==> src/rtl/calc_entry_sequencer.sv <==
// Calculator entry sequencer: builds operands from keypad digits, runs the ALU, drives display/status. Optional CALC_CHAIN_EN chains from a shown result.
// Latency: eq_valid at edge N -> alu_start in cycle N+1; alu_done at edge M -> result displayed in cycle M+1.
// Backpressure: none; keys arriving in EXEC/WAIT (other than clr) are dropped, ALU timeout bounds the wait.
module calc_entry_sequencer #(
    parameter int WIDTH       = 16,
    parameter int MAX_DIGITS  = 4,
    parameter int ALU_TIMEOUT = 255
) (
    input  logic             clk,
    input  logic             reset,
    input  logic             digit_valid,
    input  logic [3:0]       digit,
    input  logic             op_valid,
    input  logic [1:0]       op,
    input  logic             eq_valid,
    input  logic             clr,
    output logic             alu_start,
    output logic [WIDTH-1:0] alu_a,
    output logic [WIDTH-1:0] alu_b,
    output logic [1:0]       alu_op,
    input  logic             alu_done,
    input  logic [WIDTH-1:0] alu_result,
    input  logic             alu_err,
    output logic [WIDTH-1:0] disp_value,
    output logic             busy,
    output logic             error
);

    localparam int CW = $clog2(MAX_DIGITS + 1);
    localparam int TW = $clog2(ALU_TIMEOUT + 1);

    typedef enum logic [2:0] {
        ENTER_A,
        ENTER_B,
        EXEC,
        WAIT,
        SHOW,
        ERR
    } state_t;

    state_t          state, state_nx;
    logic [WIDTH-1:0] a, a_nx;
    logic [WIDTH-1:0] b, b_nx;
    logic [WIDTH-1:0] r, r_nx;
    logic [1:0]       op_q, op_nx;
    logic [CW-1:0]    cnt, cnt_nx;
    logic [TW-1:0]    tmo, tmo_nx;

    logic             digit_ok;
    logic             cnt_full;
    logic [WIDTH-1:0] acc_src;
    logic [WIDTH-1:0] acc_new;
    logic [WIDTH-1:0] digit_ext;

    assign digit_ok  = (digit <= 4'd9);
    assign cnt_full  = (cnt >= CW'(MAX_DIGITS));
    assign digit_ext = {{(WIDTH-4){1'b0}}, digit};
    assign acc_src   = (state == ENTER_B) ? b : a;
    // acc*10 as shift-add; wraps mod 2^WIDTH
    assign acc_new   = (acc_src << 3) + (acc_src << 1) + digit_ext;

    always_ff @(posedge clk or posedge reset) begin
        if (reset) begin
            state <= ENTER_A;
            a     <= '0;
            b     <= '0;
            r     <= '0;
            op_q  <= 2'b00;
            cnt   <= '0;
            tmo   <= '0;
        end else begin
            state <= state_nx;
            a     <= a_nx;
            b     <= b_nx;
            r     <= r_nx;
            op_q  <= op_nx;
            cnt   <= cnt_nx;
            tmo   <= tmo_nx;
        end
    end

    always_comb begin
        state_nx = state;
        a_nx     = a;
        b_nx     = b;
        r_nx     = r;
        op_nx    = op_q;
        cnt_nx   = cnt;
        tmo_nx   = tmo;

        if (clr) begin
            state_nx = ENTER_A;
            a_nx     = '0;
            b_nx     = '0;
            r_nx     = '0;
            op_nx    = 2'b00;
            cnt_nx   = '0;
            tmo_nx   = '0;
        end else begin
            case (state)
                ENTER_A: begin
                    // eq wins priority here but has no effect
                    if (eq_valid) begin
                    end else if (op_valid) begin
                        op_nx    = op;
                        b_nx     = '0;
                        cnt_nx   = '0;
                        state_nx = ENTER_B;
                    end else if (digit_valid && digit_ok && !cnt_full) begin
                        a_nx   = acc_new;
                        cnt_nx = cnt + CW'(1);
                    end
                end
                ENTER_B: begin
                    if (eq_valid) begin
                        state_nx = EXEC;
                    end else if (op_valid) begin
                        op_nx = op;
                    end else if (digit_valid && digit_ok && !cnt_full) begin
                        b_nx   = acc_new;
                        cnt_nx = cnt + CW'(1);
                    end
                end
                EXEC: begin
                    // the start cycle counts as the first timeout cycle
                    tmo_nx   = TW'(1);
                    state_nx = WAIT;
                end
                WAIT: begin
                    if (alu_done) begin
                        if (alu_err) begin
                            state_nx = ERR;
                        end else begin
                            r_nx     = alu_result;
                            state_nx = SHOW;
                        end
                    end else if (tmo >= TW'(ALU_TIMEOUT - 1)) begin
                        state_nx = ERR;
                    end else begin
                        tmo_nx = tmo + TW'(1);
                    end
                end
                SHOW: begin
                    if (eq_valid) begin
                    end else if (op_valid) begin
`ifdef CALC_CHAIN_EN
                        a_nx     = r;
                        op_nx    = op;
                        b_nx     = '0;
                        cnt_nx   = '0;
                        state_nx = ENTER_B;
`endif
                    end else if (digit_valid && digit_ok) begin
                        a_nx     = digit_ext;
                        cnt_nx   = CW'(1);
                        state_nx = ENTER_A;
                    end
                end
                ERR: begin
                end
                default: begin
                    state_nx = ENTER_A;
                end
            endcase
        end
    end

    assign alu_start = (state == EXEC);
    assign busy      = (state == EXEC) || (state == WAIT);
    assign error     = (state == ERR);
    assign alu_a     = a;
    assign alu_b     = b;
    assign alu_op    = op_q;

    always_comb begin
        disp_value = '0;
        case (state)
            ENTER_A: disp_value = a;
            ENTER_B: disp_value = b;
            EXEC:    disp_value = b;
            WAIT:    disp_value = b;
            SHOW:    disp_value = r;
            default: disp_value = '0;
        endcase
    end

endmodule

==> config.mk <==
export PLATFORM = sky130hd
export DESIGN_NAME = calc_entry_sequencer
export DESIGN_NICKNAME = d
export VERILOG_FILES = /design/src/rtl/calc_entry_sequencer.sv
export SDC_FILE = /design/constraint.sdc
export NUM_CORES = 1
export LEC_CHECK = 0
export BUFFER_PORTS_ARGS = -buffer_cell sky130_fd_sc_hd__buf_2
export CAP_MARGIN = 15
export CORE_ASPECT_RATIO = 1.5
export CORE_MARGIN = 2
export CORE_UTILIZATION = 40
export CTS_BUF_LIST = sky130_fd_sc_hd__clkbuf_16
export DETAILED_ROUTE_END_ITERATION = 8
export GPL_TIMING_DRIVEN = 1
export PLACE_DENSITY_LB_ADDON = 0.08
export REMOVE_ABC_BUFFERS = 1
export SETUP_SLACK_MARGIN = 0.1
export SLEW_MARGIN = 20
export SYNTH_ARGS = -nofsm -noshare
export SYNTH_HDL_FRONTEND = slang
export SYNTH_SLANG_ARGS = --single-unit
==> constraint.sdc <==
create_clock -name clk -period 4.45 [get_ports clk]
set_clock_uncertainty 0.05 [all_clocks]
set_input_delay 0.6675 -clock clk [delete_from_list [all_inputs] [get_ports clk]]
set_output_delay 0.6675 -clock clk [all_outputs]
set_load 0.01 [all_outputs]
# --- Word level (Yosys, flattened, before mapping) ---
# Cells that the tools add are included.
totals:
  word_cells: 105
  ff_bits: 64
  input_bits: 30
  output_inout_bits: 53
op_classes:
  mux: 47
  n_addsub: 4
  order_cmp: 3
  eq_ne: 22
  n_reduce_logical: 22
ops:
  columns: ["cell", "count"]
  rows:
  - ["16-bit two-way mux", 14]
  - ["16-bit one-hot mux with 2 select lines", 2]
  - ["3-bit two-way mux", 18]
  - ["16-bit one-hot mux with 3 select lines", 1]
  - ["3-bit != test, second input constant", 12]
  - ["8-bit two-way mux", 3]
  - ["3-bit one-hot mux with 6 select lines", 1]
  - ["16-bit adder", 1]
  - ["16-bit by 4-bit adder with 16-bit output", 1]
  - ["8-bit one-hot mux with 2 select lines", 1]
  - ["15-bit two-way mux", 1]
  - ["7-bit AND reduction", 2]
  - ["3-bit one-hot mux with 3 select lines", 1]
  - ["3-bit AND reduction", 3]
  - ["3-bit nonzero test", 3]
  - ["8-bit by 1-bit adder with 8-bit output, second input constant", 1]
  - ["8-bit >= comparator, second input constant", 1]
  - ["2-bit two-way mux", 4]
  - ["8-bit AND reduction", 1]
  - ["2-bit nonzero test", 4]
  - ["3-bit by 2-bit equality test with 1-bit output, second input constant", 2]
  - ["3-bit equality test, second input constant", 2]
  - ["6-bit AND reduction", 1]
  - ["4-bit <= comparator, second input constant", 1]
  - ["other kinds (15)", 17]

# --- Longest topological paths before layout ---
# Gate-level depths: netlist of run 1.
depth:
  word_depth: 9
  depth_mapped: 16
  depth_no_buf: 14

# --- Worst setup path after synthesis of run 1 ---
# OpenSTA, ideal clock, no wires.
synth_timing:
  kind: "register to register"
  from: "register state[1]"
  to: "register a[15], in the netlist alu_a[15]"
  synth_period_minus_slack_ps: 3728
  required_time_ps: 4278
  stages_incl_launch_ff: 16
  slack_ps: 722
  setup_time_ps: 122
  arrival_ps: 3556
  n_path_buf: 3
  cell_sequence: "dfrtp_1 > buf_4 > nor2_1 > nand2b_1 > clkbuf_1 > clkbuf_1 > nand2_1 > nand2_1 > fa_1 > ha_1 > a211oi_1 > o21bai_1 > a2111o_1 > and2_4 > a221o_1 > a32o_1"
synth_between:
  elab_chain_cells: 9
  word_cells_on_any_way: 19
  classes_between: "add/sub (2); eq/ne (8); mux (6); reduce/logical (3)"
synth_lines:
  columns: ["item", "line_no", "rtl"]
  rows:
  - ["start: declaration", "41", "state_t state, state_nx;"]
  - ["start signal: assignment", "72", "state <= state_nx;"]
  - ["3-bit by 1-bit equality test with 1-bit output", "58", "assign acc_src = (state == ENTER_B) ? b : a;"]
  - ["15-bit two-way mux", "58", null]
  - ["16-bit adder", "60", "assign acc_new = (acc_src << 3) + (acc_src << 1) + digit_ext;"]
  - ["16-bit by 4-bit adder with 16-bit output", "60", null]
  - ["16-bit two-way mux", "109", "end else if (digit_valid && digit_ok && !cnt_full) begin"]
  - ["16-bit two-way mux", "104", "end else if (op_valid) begin"]
  - ["16-bit two-way mux", "103", "if (eq_valid) begin"]
  - ["16-bit one-hot mux with 2 select lines", "100", "case (state)"]
  - ["16-bit two-way mux", "91", "if (clr) begin"]
  - ["end signal: assignment", "73", "a <= a_nx;"]
  - ["end: declaration", "42", "logic [WIDTH-1:0] a, a_nx;"]
# Several ways; a longest one is shown, not always the timed one. The select of a mux whose other input is x is not followed.
# A chain may end at the register's enable or synchronous reset.

# --- Final worst setup path of run 1 ---
layout_timing:
  from: "register state[1]"
  to: "register b[14], in the netlist alu_b[14]"
layout_between:
  elab_chain_cells: 9
  word_cells_on_any_way: 17
  classes_between: "add/sub (2); eq/ne (6); mux (6); reduce/logical (3)"
layout_lines:
  columns: ["item", "line_no", "rtl"]
  rows:
  - ["3-bit by 1-bit equality test with 1-bit output", "58, 100", null]
  - ["15-bit two-way mux", "58", null]
  - ["16-bit adder", "60", null]
  - ["16-bit by 4-bit adder with 16-bit output", "60", null]
  - ["16-bit two-way mux", "119", "end else if (digit_valid && digit_ok && !cnt_full) begin"]
  - ["16-bit two-way mux (2 in series)", null, null]
  - ["16-bit one-hot mux with 2 select lines", "100", null]
  - ["16-bit two-way mux", "91", null]
  - ["end signal: assignment", "74", "b <= b_nx;"]
  - ["end: declaration", "43", "logic [WIDTH-1:0] b, b_nx;"]
# Several ways; a longest one is shown, not always the timed one. The select of a mux whose other input is x is not followed.

==> reports/results.env, run 1 <==
SIMPLE_GATE_SHARE_OF_THE_SYNTHESIZED_AREA_PCT=20.3
TOP_LEVEL_PORTS=83
POWER_FRAC_SEQ_PCT=34.7
SYNTHDISTINCTLIBCELLS=56
STATIC-LEAKAGE-POWER_nW=2.58
SHARE_COMB_OF_TOTAL_POWER_PCT=27.2
SETUP.WORST_PATH.START_CLASS='register'
WORSTPATHMAXFANOUT=11
MAXCLOCKFREQUENCY_GHz=0.255
FIN_CELLS=711
START_TO_END_TYPE_OF_THE_WORST_SETUP_PATH='register to register'
GR-TOTAL-OVERFLOW=0
CHIPWIDTH_UM=87.8
CRITICAL-PATH-TOP-DELAY-FAMILY='compound AO/OA/AOI/OAI gates'
CORE_MM2=0.0102
YS_SEQ_AREA_SHARE_PCT=38.0
CP_DATA_REQUIRED_TIME_PS=4600
WORST_SETUP_HOLD_PATH_CLK_SLEW_PS=60
SYNTH_TOP_CELL_AREA_SHARE_PCT=38.0
SYNTHESIS.INSTANCES=490
CP-END-KIND='register'
GLOBALROUTETOTALUTIL_PCT=23.3
CTS_TREE='yes'
AREA_GROWTH_SYN_TO_LAYOUT_PCT=20.8
CRITICAL-PATH-SLOWEST-CELL='sky130_fd_sc_hd__a221oi_1'
CLOCK_TREE.HTREE_LEVEL_COUNT=3
WORST_HOLD_PATH_TYPE='input pin to asynchronous set/reset pin'
CP_NUM_CELLS=12
ROUTE.ANTENNA.REMAINING_NETS=0
POST_ROUTE_CELLS_DRIVE_ABOVE_1_SHARE_PCT=21.4
POSTCTSHOLDBUFS=0
POWER.SHARE.SWITCHING_PCT=33.4
SYNTH.YOSYS.WARNINGS=0
ANTENNA_VIOLATIONS_BEFORE_REPAIR=0
SYNTH_COMPOUND_GATE_AREA_SHARE_PCT=18.9
TIMING.CRITICAL_PATH.SLOWEST_CELL_DELAY_PS=600
POSTCTSRESIZEDCELLS=0
NETLIST_TOP_CELLS_COUNT='117 x sky130_fd_sc_hd__nand2_1, 64 x sky130_fd_sc_hd__dfrtp_1, 39 x sky130_fd_sc_hd__o21ai_0'
DETAILED_PLACER_S_ENDING_HPWL_MM=9.23
CTSROOTBUFFERMASTER='sky130_fd_sc_hd__clkbuf_16'
ROW_COUNT=45
SYNTH_AREA_MM2=0.00421
FINAL_CORE_UTILIZATION_PCT=49.9
DPL.CELL_COUNT=695
TIMING.FINAL.HOLD_VIOLATIONS=0
SYNTH_TOP_FAMILY_BY_AREA='simple AND/OR/NAND/NOR gates'
POST_SYNTH_MUX_AREA_SHARE_PCT=5.73
NET-SWITCHING-POWER_mW=0.607
IR_DROP_mV=0.189
DRT_FIRST_PASS_ITERS=4
POST_SYNTH_XOR_AREA_FRACTION_PCT=3.71
ROUTE.VIAS.TOTAL=3907
CTS_SETUP_BUFFERS=0
ASYNC_FLOP_SHARE_PCT=100
DIE_Y_UM=130
DIODES=0
GRT_START_MAX_NET_PINS=40
SYNTHMOSTINSTANTIATEDCELL='sky130_fd_sc_hd__nand2_1'
GLOBAL_ROUTE_WIRE_LENGTH_BEFORE_REPAIR_MM=20.4
INSERTED_CLOCK_BUFFERS=9
LAYOUT_WORST_PATH_CYCLE_SHARE_PCT=88.2
DETAIL_ROUTE.ITER0.VIOLATIONS=155
CLOCK-SINKS=64
TIMING_MAX_TRANSITION_VIOLATIONS_FINAL=0
FINALWIRELENGTH_MM=12.6
START_UTIL_PCT=41.3
CLOCK_TREE.BUFFER_DEPTH=2
NETLIST_TOP_CELLS_AREA='sky130_fd_sc_hd__dfrtp_1 38%, sky130_fd_sc_hd__nand2_1 10%, sky130_fd_sc_hd__ha_1 8.6%'
VIAS_PER_CELL=5.50
MAX_SLEW_MARGIN_PCT=44.3
DIEAREA_MM2=0.0114
FINALWEIGHTEDCONGESTION=0.918
CLK-INSERTION-DELAY-LATE_PS=330
PERIOD_MINUS_SLACK_PS=3920
SYNTH.FF_LATCH_COUNT=64
PORT_BUFFERS=82
WORST-ENDPOINT-ARRIVAL_PS=4070
SETUP_VIOLATIONS=0
CRITICAL_PATH_BUF_INV_COUNT=0
SHARE_CLK_OF_TOTAL_POWER_PCT=38.1
ROUTE.DETAILED.DRC=0
SYN_AVG_CELL_AREA_UM2=8.60
SYNTH-ADDER-AREA-SHARE_PCT=9.56
POWER_DENSITY_mW_PER_MM2=358
SETUP_TOTAL_NEGATIVE_SLACK_PS=0
HOLDWS_PS=380
NUMBER_OF_ENABLE_TYPE_REGISTER_CELLS_IN_THE_SYNTHESIZED_NETLIST=0
MAX_SLEW.WORST_PIN.SLEW_PS=836
RR_WORST_DEPTH=12
FILLERS=1004
P_INT_mW=1.21
VIAS_IN_THE_FIRST_GLOBAL_ROUTE=3861
ROUTEDWLPERCELL_UM=17.8
TIMING.CRITICAL_PATH.CELLS='nor2_1 -> nand2b_1 -> nand2_1 -> nand2_1 -> fa_1 -> fa_1 -> a21o_1 -> a221oi_1 -> o211ai_1 -> o211ai_1 -> xor2_1 -> o21ai_0'
MAXIMUM_CAPACITANCE_VIOLATIONS=0
GRT_SETUP_UNREPAIRED='no'
FINAL_NET_COUNT=626
STATUS='complete, no violations'
YS.FLOP_TYPE='sky130_fd_sc_hd__dfrtp_1'
SYNTHDOMINANTAREACELLTYPE='sky130_fd_sc_hd__dfrtp_1'
per-stage QoR:
step	setup WS [ps]	area, µm²	total power [mW]
2_1_floorplan	553	4090	0.947
3_3_place_gp	624	4790	1.13
3_5_place_dp	538	4800	1.14
4_1_cts	520	5090	1.84
5_1_grt	226	5090	1.92
6_report	527	5090	1.82
power groups by stage:
stage	logic (mW)	clock network, mW	registers (mW)
2_1_floorplan	0.299	0	0.648
3_3_place_gp	0.489	0	0.641
3_5_place_dp	0.494	0	0.642
4_1_cts	0.496	0.711	0.632
5_1_grt	0.546	0.741	0.635
6_report	0.495	0.694	0.632
kinds of logic (layout without fill, tap and decap cells):
group,after synthesis,in the layout
AO/OA/AOI/OAI,123,123
buffers and inverters,39,119
multiplexers,24,24
XOR/XNOR,17,17
flip-flops,64,64
adder cells (fa/ha/maj),31,31
AND/OR/NAND/NOR,192,192
worst register-to-register path: cells and delay by family, from the launching register on:
family	cells	cell delay [ps]
AOI/OAI and AO/OA	5	1290
xor gates and xnor gates	1	220
adders and majority gates	2	1000
DFF	1	510
and+or+nand+nor	4	730
cell type report:
type	count	area (µm²)	area share, %
clock buffer	9	225	4.43
clock inverter	7	63.8	1.25
inverter	10	37.5	0.738
multi-input combinational	387	2490	48.9
sequential	64	1600	31.5
tap	141	176	3.47
timing repair buffer	93	493	9.69
layout by cell type, fill, tap and decap left out, types with 8 or more instances in the layout:
| cell | count |
|---|---|
| sky130_fd_sc_hd__a21oi_1 | 29 |
| sky130_fd_sc_hd__a22o_1 | 8 |
| sky130_fd_sc_hd__buf_2 | 82 |
| sky130_fd_sc_hd__buf_4 | 11 |
| sky130_fd_sc_hd__clkbuf_16 | 9 |
| sky130_fd_sc_hd__dfrtp_1 | 64 |
| sky130_fd_sc_hd__ha_1 | 29 |
| sky130_fd_sc_hd__inv_1 | 10 |
| sky130_fd_sc_hd__mux2i_1 | 23 |
| sky130_fd_sc_hd__nand2_1 | 117 |
| sky130_fd_sc_hd__nand3_1 | 13 |
| sky130_fd_sc_hd__nor2_1 | 21 |
| sky130_fd_sc_hd__o21ai_0 | 39 |
| sky130_fd_sc_hd__xnor2_1 | 11 |
registers in the layout, indices dropped and copies added (netlist names):
name and count:
state 3, cnt 3, tmo 8, alu_b 16, alu_op 2, r 16, alu_a 16
routing by layer:
layer | track usage, % | vias up | share of wire [%]
met3 | 2.97 | 9 | 3.0
met2 | 40.2 | 80 | 52
li1 | - | 1891 | -
met4 | 7.60 | 0 | 1.2
met5 | 0 | - | 0
met1 | 29.9 | 1927 | 44
worst paths after layout:
check                                          start               endpoint  slack (ps)
worst max-delay path            state[1]$_DFFE_PP0P_  alu_b[14]$_DFFE_PP0P_         530
worst min-delay path                           reset  alu_op[0]$_DFFE_PP0P_         380
worst max register to register  state[1]$_DFFE_PP0P_  alu_b[14]$_DFFE_PP0P_         530
worst min register to register    tmo[7]$_DFFE_PP0P_     tmo[7]$_DFFE_PP0P_         470
max in group asynchronous                      reset   alu_a[8]$_DFFE_PP0P_        3050
min in group clk                  tmo[7]$_DFFE_PP0P_     tmo[7]$_DFFE_PP0P_         470
Power figures use the tool's default switching activity.
==> run 2: changes to the inputs <==
- GPL_TIMING_DRIVEN: 1 -> 0
==> run 2 against run 1 <==
Net effect:
- register-to-register slack lost 160 ps
- clock-buffer cell count is the same
- flip-flop and latch count is the same
- critical path depth grew 1
- wire length shrank 2.6%
- final area grew 0.76%
- cell count is the same
- utilization grew 0.38 points
- combinational power grew 5.7%
- maximum frequency shrank 3.9%
- global-route usage shrank 0.69 points
- critical path type unchanged
==> reports/results.env, run 2 (synthesis results as in run 1) <==
MAXIMUM_CAPACITANCE_VIOLATIONS=0  # unchanged
CRITICAL-PATH-SLOWEST-CELL='sky130_fd_sc_hd__dfrtp_2'  # was sky130_fd_sc_hd__a221oi_1
INSERTED_CLOCK_BUFFERS=9  # unchanged
STATIC-LEAKAGE-POWER_nW=2.59  # was 2.58 nW
DETAILED_PLACER_S_ENDING_HPWL_MM=8.79  # was 9.23 mm
CP_DATA_REQUIRED_TIME_PS=4610  # was 4600 ps
GRT_SETUP_UNREPAIRED='no'  # unchanged
POSTCTSHOLDBUFS=0  # unchanged
SETUP.WORST_PATH.START_CLASS='register'  # unchanged
TIMING.FINAL.HOLD_VIOLATIONS=0  # unchanged
ROUTE.VIAS.TOTAL=3909  # was 3907
DIE_Y_UM=130  # unchanged
AREA_GROWTH_SYN_TO_LAYOUT_PCT=21.7  # was 20.8%
WORST_HOLD_PATH_TYPE='input pin to asynchronous set/reset pin'  # unchanged
MOSTFREQUENTLAYOUTCELL='sky130_fd_sc_hd__nand2_1'  # unchanged
SETUP_TOTAL_NEGATIVE_SLACK_PS=0  # unchanged
FINALWEIGHTEDCONGESTION=0.864  # was 0.918
STATUS='complete, no violations'  # unchanged
CRIT_PATH_TOP_CELL_BY_COUNT='sky130_fd_sc_hd__nand2_1'
P_TOTAL_mW=1.78  # was 1.82 mW
POWER_DENSITY_mW_PER_MM2=348  # was 358 mW/mm²
ROUTEDWLPERCELL_UM=17.3  # was 17.8 µm
DRT_FIRST_PASS_ITERS=4  # unchanged
LAYOUT_WORST_PATH_CYCLE_SHARE_PCT=91.8  # was 88.2%
WORST-ENDPOINT-ARRIVAL_PS=4250  # was 4070 ps
MAX_SLEW.WORST_PIN.SLEW_PS=860  # was 836 ps
HOLDWS_PS=228  # was 380 ps
MOSTFREQUENTLAYOUTCELLS='117 x sky130_fd_sc_hd__nand2_1, 83 x sky130_fd_sc_hd__buf_2, 62 x sky130_fd_sc_hd__dfrtp_1, 39 x sky130_fd_sc_hd__o21ai_0'  # was 117 x sky130_fd_sc_hd__nand2_1, 82 x sky130_fd_sc_hd__buf_2, 64 x sky130_fd_sc_hd__dfrtp_1, 39 x sky130_fd_sc_hd__o21ai_0
FINAL_NET_COUNT=626  # unchanged
PORT_BUFFERS=82  # unchanged
GRT_START_MAX_NET_PINS=48  # was 40
CLOCK_TREE.BUFFER_DEPTH=2  # unchanged
VIAS_IN_THE_FIRST_GLOBAL_ROUTE=3822  # was 3861
ROW_COUNT=45  # unchanged
DETAIL_ROUTE.ITER0.VIOLATIONS=184  # was 155
START_TO_END_TYPE_OF_THE_WORST_SETUP_PATH='register to register'  # unchanged
VIAS_PER_CELL=5.50  # about the same
TIMING.CRITICAL_PATH.CELLS='inv_1 -> nor2_2 -> nand2b_4 -> nand2_1 -> nand2_1 -> fa_1 -> ha_1 -> a211oi_1 -> o21bai_1 -> a2111o_1 -> and2_4 -> a221o_1 -> a32o_1'  # was nor2_1 -> nand2b_1 -> nand2_1 -> nand2_1 -> fa_1 -> fa_1 -> a21o_1 -> a221oi_1 -> o211ai_1 -> o211ai_1 -> xor2_1 -> o21ai_0
TOP_LEVEL_PORTS=83  # unchanged
WORSTPATHMAXFANOUT=17  # was 11
DIEAREA_MM2=0.0114  # unchanged
FINALWIRELENGTH_MM=12.3  # was 12.6 mm
CLOCK-SINKS=64  # unchanged
IR_DROP_mV=0.187  # was 0.189 mV
CP-END-KIND='register'  # unchanged
ROUTE.ANTENNA.REMAINING_NETS=0  # unchanged
SETUP_VIOLATIONS=0  # unchanged
DIODES=0  # unchanged
GR-TOTAL-OVERFLOW=0  # unchanged
GLOBAL_ROUTE_WIRE_LENGTH_BEFORE_REPAIR_MM=19.9  # was 20.4 mm
MAXCLOCKFREQUENCY_GHz=0.245  # was 0.255 GHz
CTSROOTBUFFERMASTER='sky130_fd_sc_hd__clkbuf_16'  # unchanged
PERIOD_MINUS_SLACK_PS=4080  # was 3920 ps
TIMING.CRITICAL_PATH.SLOWEST_CELL_DELAY_PS=530  # was 600 ps
START_UTIL_PCT=41.3  # unchanged
TIMING_MAX_TRANSITION_VIOLATIONS_FINAL=0  # unchanged
CLOCK_TREE.HTREE_LEVEL_COUNT=3  # unchanged
ANTENNA_VIOLATIONS_BEFORE_REPAIR=0  # unchanged
WORST_SETUP_HOLD_PATH_CLK_SLEW_PS=50  # was 60 ps
GLOBALROUTETOTALUTIL_PCT=22.6  # was 23.3%
CTS_TREE='yes'  # unchanged
CLK-INSERTION-DELAY-LATE_PS=330  # about the same
MAX_SLEW_MARGIN_PCT=42.1  # was 44.3%
CHIPWIDTH_UM=87.8  # unchanged
CORE_MM2=0.0102  # unchanged
POST_ROUTE_CELLS_DRIVE_ABOVE_1_SHARE_PCT=21.6  # was 21.4%
ROUTE.DETAILED.DRC=0  # unchanged
[run 2: stage by stage]
step	worst slack [ps]	cell area, µm²	instances	utilization, %
floorplan	553	4090	461	-
global route	156	5130	711	50.3
CTS	192	5120	711	50.2
global placement	-778	4680	684	45.9
finish	366	5130	711	50.3
detailed placement	-355	4800	690	47.1
[run 2: worst max-delay path, delay by kind of cell, from the launching register on]
family                     cells  cell delay (ps)
and+or+nand+nor                5              900
adders and majority gates      2              850
DFF                            1              530
AOI/OAI and AO/OA              5             1500
buffers and inverters          1              140
[run 2: power breakdown]
group	switching (mW)	total (mW)	internal, mW
Sequential	0.0403	0.646	0.606
Clock	0.249	0.614	0.365
Combinational	0.319	0.523	0.204
[run 2: layout make-up]
cell class                      instances  area (µm²)
Clock buffer                            9         225
Fill cell                             988        5060
Timing Repair Buffer                   93         543
Clock inverter                          7        31.3
Multi-Input combinational cell        387        2510
Inverter                               10        40.0
Tap cell                              141         176
Sequential cell                        64        1600
[run 2: per-layer routing]
metal / GRT usage (%) / vias up / routed length [µm]
met5: 0 / - / 0
met4: 6.79 / 0 / 165
met3: 3.73 / 13 / 513
met2: 38.6 / 101 / 6310
met1: 29.1 / 1907 / 5310
li1: - / 1888 / -
[run 2: repair_timing]
action | 4_1_cts | 5_1_grt
buffers inserted | 5 | 0
gates resized for setup | 4 | 2
pin swaps | 0 | 0
endpoints found under the setup margin | 15 | 8
[run 2: worst paths after layout]
path / from / endpoint / slack [ps] / cells past startpoint
setup / recovery: state[0]$_DFFE_PP0P_ / alu_a[15]$_DFFE_PP0P_ / 370 / 13
hold / removal: reset / r[15]$_DFFE_PP0P_ / 230 / 2
setup reg to reg: state[0]$_DFFE_PP0P_ / alu_a[15]$_DFFE_PP0P_ / 370 / 13
hold reg to reg: tmo[7]$_DFFE_PP0P_ / tmo[7]$_DFFE_PP0P_ / 460 / 2
max in group asynchronous: reset / alu_a[9]$_DFFE_PP0P_ / 3600 / 3
min in group clk: tmo[7]$_DFFE_PP0P_ / tmo[7]$_DFFE_PP0P_ / 460 / 2
==> run 3: changes to the inputs <==
- REMOVE_ABC_BUFFERS: 1 -> unset
==> run 3 against run 2 <==
Net effect:
- sequential share of layout area down 0.35 points
- final area grew 0.98%
- critical path depth rose by 2
- via count up 0.69%
- non-clock buffer count up 18
- first-iteration DRC count is 2.2% lower
- combinational power decreased by 3%
==> reports/results.env, run 3 (synthesis results as in run 1) <==
IR_DROP_mV=0.145  # was 0.187 mV
ROW_COUNT=45  # unchanged
CRITICAL-PATH-TOP-DELAY-FAMILY='compound AO/OA/AOI/OAI gates'  # unchanged
HOLDWS_PS=253  # was 228 ps
PRE_CTS_SLACK_PS=-42.5  # was -355 ps
START_TO_END_TYPE_OF_THE_WORST_SETUP_PATH='register to register'  # unchanged
LAYOUT_WORST_PATH_CYCLE_SHARE_PCT=93.0  # was 91.8%
MAXCLOCKFREQUENCY_GHz=0.242  # was 0.245 GHz
CLOCK-SINKS=64  # unchanged
INSERTED_CLOCK_BUFFERS=9  # unchanged
POWER.SHARE.SWITCHING_PCT=31.1  # was 34.1%
CRITICAL-PATH-SLOWEST-CELL='sky130_fd_sc_hd__fa_1'  # was sky130_fd_sc_hd__dfrtp_2
SETUP.WORST_PATH.START_CLASS='register'  # unchanged
MOSTFREQUENTLAYOUTCELLS='117 x sky130_fd_sc_hd__nand2_1, 85 x sky130_fd_sc_hd__buf_2, 64 x sky130_fd_sc_hd__dfrtp_1, 39 x sky130_fd_sc_hd__o21ai_0'  # was 117 x sky130_fd_sc_hd__nand2_1, 83 x sky130_fd_sc_hd__buf_2, 62 x sky130_fd_sc_hd__dfrtp_1, 39 x sky130_fd_sc_hd__o21ai_0
FIN_CELLS=729  # was 711
MAXIMUM_CAPACITANCE_VIOLATIONS=0  # unchanged
CRITICAL_PATH_BUF_INV_COUNT=3  # was 1
FINAL_NET_COUNT=644  # was 626
FINALWEIGHTEDCONGESTION=0.805  # was 0.864
FINAL_CORE_UTILIZATION_PCT=50.8  # was 50.3%
ROUTE.VIAS.TOTAL=3936  # was 3909
CRIT_PATH_TOP_CELL_BY_COUNT='sky130_fd_sc_hd__nand2_1'  # unchanged
WORST_HOLD_PATH_TYPE='input pin to asynchronous set/reset pin'  # unchanged
TIMING.CRITICAL_PATH.SLOWEST_CELL_DELAY_PS=500  # was 530 ps
WORSTPATHMAXFANOUT=10  # was 17
DIEAREA_MM2=0.0114  # unchanged
MOSTFREQUENTLAYOUTCELL='sky130_fd_sc_hd__nand2_1'  # unchanged
START_UTIL_PCT=41.3  # unchanged
DRT_FIRST_PASS_ITERS=4  # unchanged
POST_ROUTE_CELLS_DRIVE_ABOVE_1_SHARE_PCT=20.2  # was 21.6%
ROUTE.ANTENNA.REMAINING_NETS=0  # unchanged
STATUS='complete, no violations'  # unchanged
WORST_SETUP_HOLD_PATH_CLK_SLEW_PS=50  # about the same
GLOBALROUTETOTALUTIL_PCT=23.4  # was 22.6%
DETAIL_ROUTE.ITER0.VIOLATIONS=180  # was 184
CTS_TREE='yes'  # unchanged
SHARE_COMB_OF_TOTAL_POWER_PCT=26.3  # was 29.3%
POWER_DENSITY_mW_PER_MM2=372  # was 348 mW/mm²
PORT_BUFFERS=80  # was 82
MAX_SLEW.WORST_PIN.SLEW_PS=1200  # was 860 ps
SETUP_VIOLATIONS=0  # unchanged
CLOCK_TREE.HTREE_LEVEL_COUNT=3  # unchanged
ANTENNA_VIOLATIONS_BEFORE_REPAIR=0  # unchanged
ROUTE.DETAILED.DRC=0  # unchanged
TIMING_MAX_TRANSITION_VIOLATIONS_FINAL=0  # unchanged
TOP_LEVEL_PORTS=83  # unchanged
POWER_FRAC_SEQ_PCT=32.8  # was 36.2%
GR-TOTAL-OVERFLOW=0  # unchanged
CLK-INSERTION-DELAY-LATE_PS=330  # about the same
GLOBAL_ROUTE_WIRE_LENGTH_BEFORE_REPAIR_MM=20.3  # was 19.9 mm
TIMING.FINAL.HOLD_VIOLATIONS=0  # unchanged
CLOCK_TREE.BUFFER_DEPTH=2  # unchanged
P_TOTAL_mW=1.93  # was 1.78 mW
MAPPEDNETLISTNETS=551
GRT_START_MAX_NET_PINS=40  # was 48
CP_DATA_REQUIRED_TIME_PS=4620  # was 4610 ps
DPL.CELL_COUNT=712  # was 690
MAX_SLEW_MARGIN_PCT=19.9  # was 42.1%
CP-END-KIND='register'  # unchanged
SETUP_SLACK_PS=313  # was 366 ps
NET-SWITCHING-POWER_mW=0.598  # was 0.608 mW
CTSROOTBUFFERMASTER='sky130_fd_sc_hd__clkbuf_16'  # unchanged
FINALWIRELENGTH_MM=12.7  # was 12.3 mm
SHARE_CLK_OF_TOTAL_POWER_PCT=40.9  # was 34.5%
VIAS_PER_CELL=5.40  # was 5.50
AREA_GROWTH_SYN_TO_LAYOUT_PCT=22.9  # was 21.7%
TIMING.CRITICAL_PATH.CELLS='inv_1 -> nor2_4 -> nand2b_1 -> clkbuf_2 -> clkbuf_4 -> nand2_1 -> nand2_1 -> fa_1 -> ha_1 -> a211oi_1 -> o21bai_1 -> a2111o_1 -> and2_4 -> a221o_1 -> a32o_1'  # was inv_1 -> nor2_2 -> nand2b_4 -> nand2_1 -> nand2_1 -> fa_1 -> ha_1 -> a211oi_1 -> o21bai_1 -> a2111o_1 -> and2_4 -> a221o_1 -> a32o_1
DIE_Y_UM=130  # unchanged
FILLERS=1006  # was 988
WORST-ENDPOINT-ARRIVAL_PS=4300  # was 4250 ps
GRT_SETUP_UNREPAIRED='no'  # unchanged
DETAILED_PLACER_S_ENDING_HPWL_MM=9.81  # was 8.79 mm
STATIC-LEAKAGE-POWER_nW=2.62  # was 2.59 nW
ROUTEDWLPERCELL_UM=17.4  # was 17.3 µm
CORE_MM2=0.0102  # unchanged
VIAS_IN_THE_FIRST_GLOBAL_ROUTE=3957  # was 3822
P_INT_mW=1.33  # was 1.17 mW
CHIPWIDTH_UM=87.8  # unchanged
PERIOD_MINUS_SLACK_PS=4140  # was 4080 ps
DIODES=0  # unchanged
==> run 3: layer usage <==
layer  part of all wire (%)  vias to the layer above  GRT usage (%)
li1                       -                     1923              -
met2                     51                       83           41.0
met1                     44                     1915           28.6
met3                    2.9                       15           4.30
met4                    1.7                        0           7.96
met5                      0                        -              0
==> run 3: per-stage QoR <==
stage | setup TNS, ps | area (µm²)
3_3_place_gp | 0 | 4790
3_5_place_dp | -45.5 | 4810
5_1_grt | 0 | 5180
4_1_cts | 0 | 5150
6_report | 0 | 5180
2_1_floorplan | 0 | 4210
==> run 3: worst paths after layout <==
check | startpoint | end | slack [ps] | cells after the start
setup / recovery | state[0]$_DFFE_PP0P_ | alu_a[15]$_DFFE_PP0P_ | 310 | 15
hold / removal | reset | r[14]$_DFFE_PP0P_ | 250 | 2
setup reg to reg | state[0]$_DFFE_PP0P_ | alu_a[15]$_DFFE_PP0P_ | 310 | 15
hold reg to reg | tmo[7]$_DFFE_PP0P_ | tmo[7]$_DFFE_PP0P_ | 470 | 2
max in group asynchronous | reset | tmo[2]$_DFFE_PP0P_ | 3570 | 3
min in group clk | tmo[7]$_DFFE_PP0P_ | tmo[7]$_DFFE_PP0P_ | 470 | 2
==> run 3: layout make-up <==
class	count	area (µm²)	share of cell area, %
sequential	64	1600	30.9
inverter	10	40.0	0.774
clock inverter	7	111	2.15
tap	141	176	3.41
timing repair buffer	82	428	8.27
clock buffer	9	225	4.35
multi-input combinational	387	2460	47.6
buffer	29	129	2.49
==> run 3: repair_timing <==
item,CTS,global route
setup endpoints to repair,10,10
setup buffers,0,1
resized for setup,3,6
hold buffers,0,0
pin swaps,0,1
==> run 3: power groups by stage <==
stage               clock [mW]  combinational [mW]  sequential [mW]
finish                   0.789               0.506            0.632
CTS                      0.804               0.498            0.631
floorplan                    0               0.328            0.639
global route             0.830               0.562            0.634
detailed placement           0               0.490            0.641
global placement             0               0.484            0.641
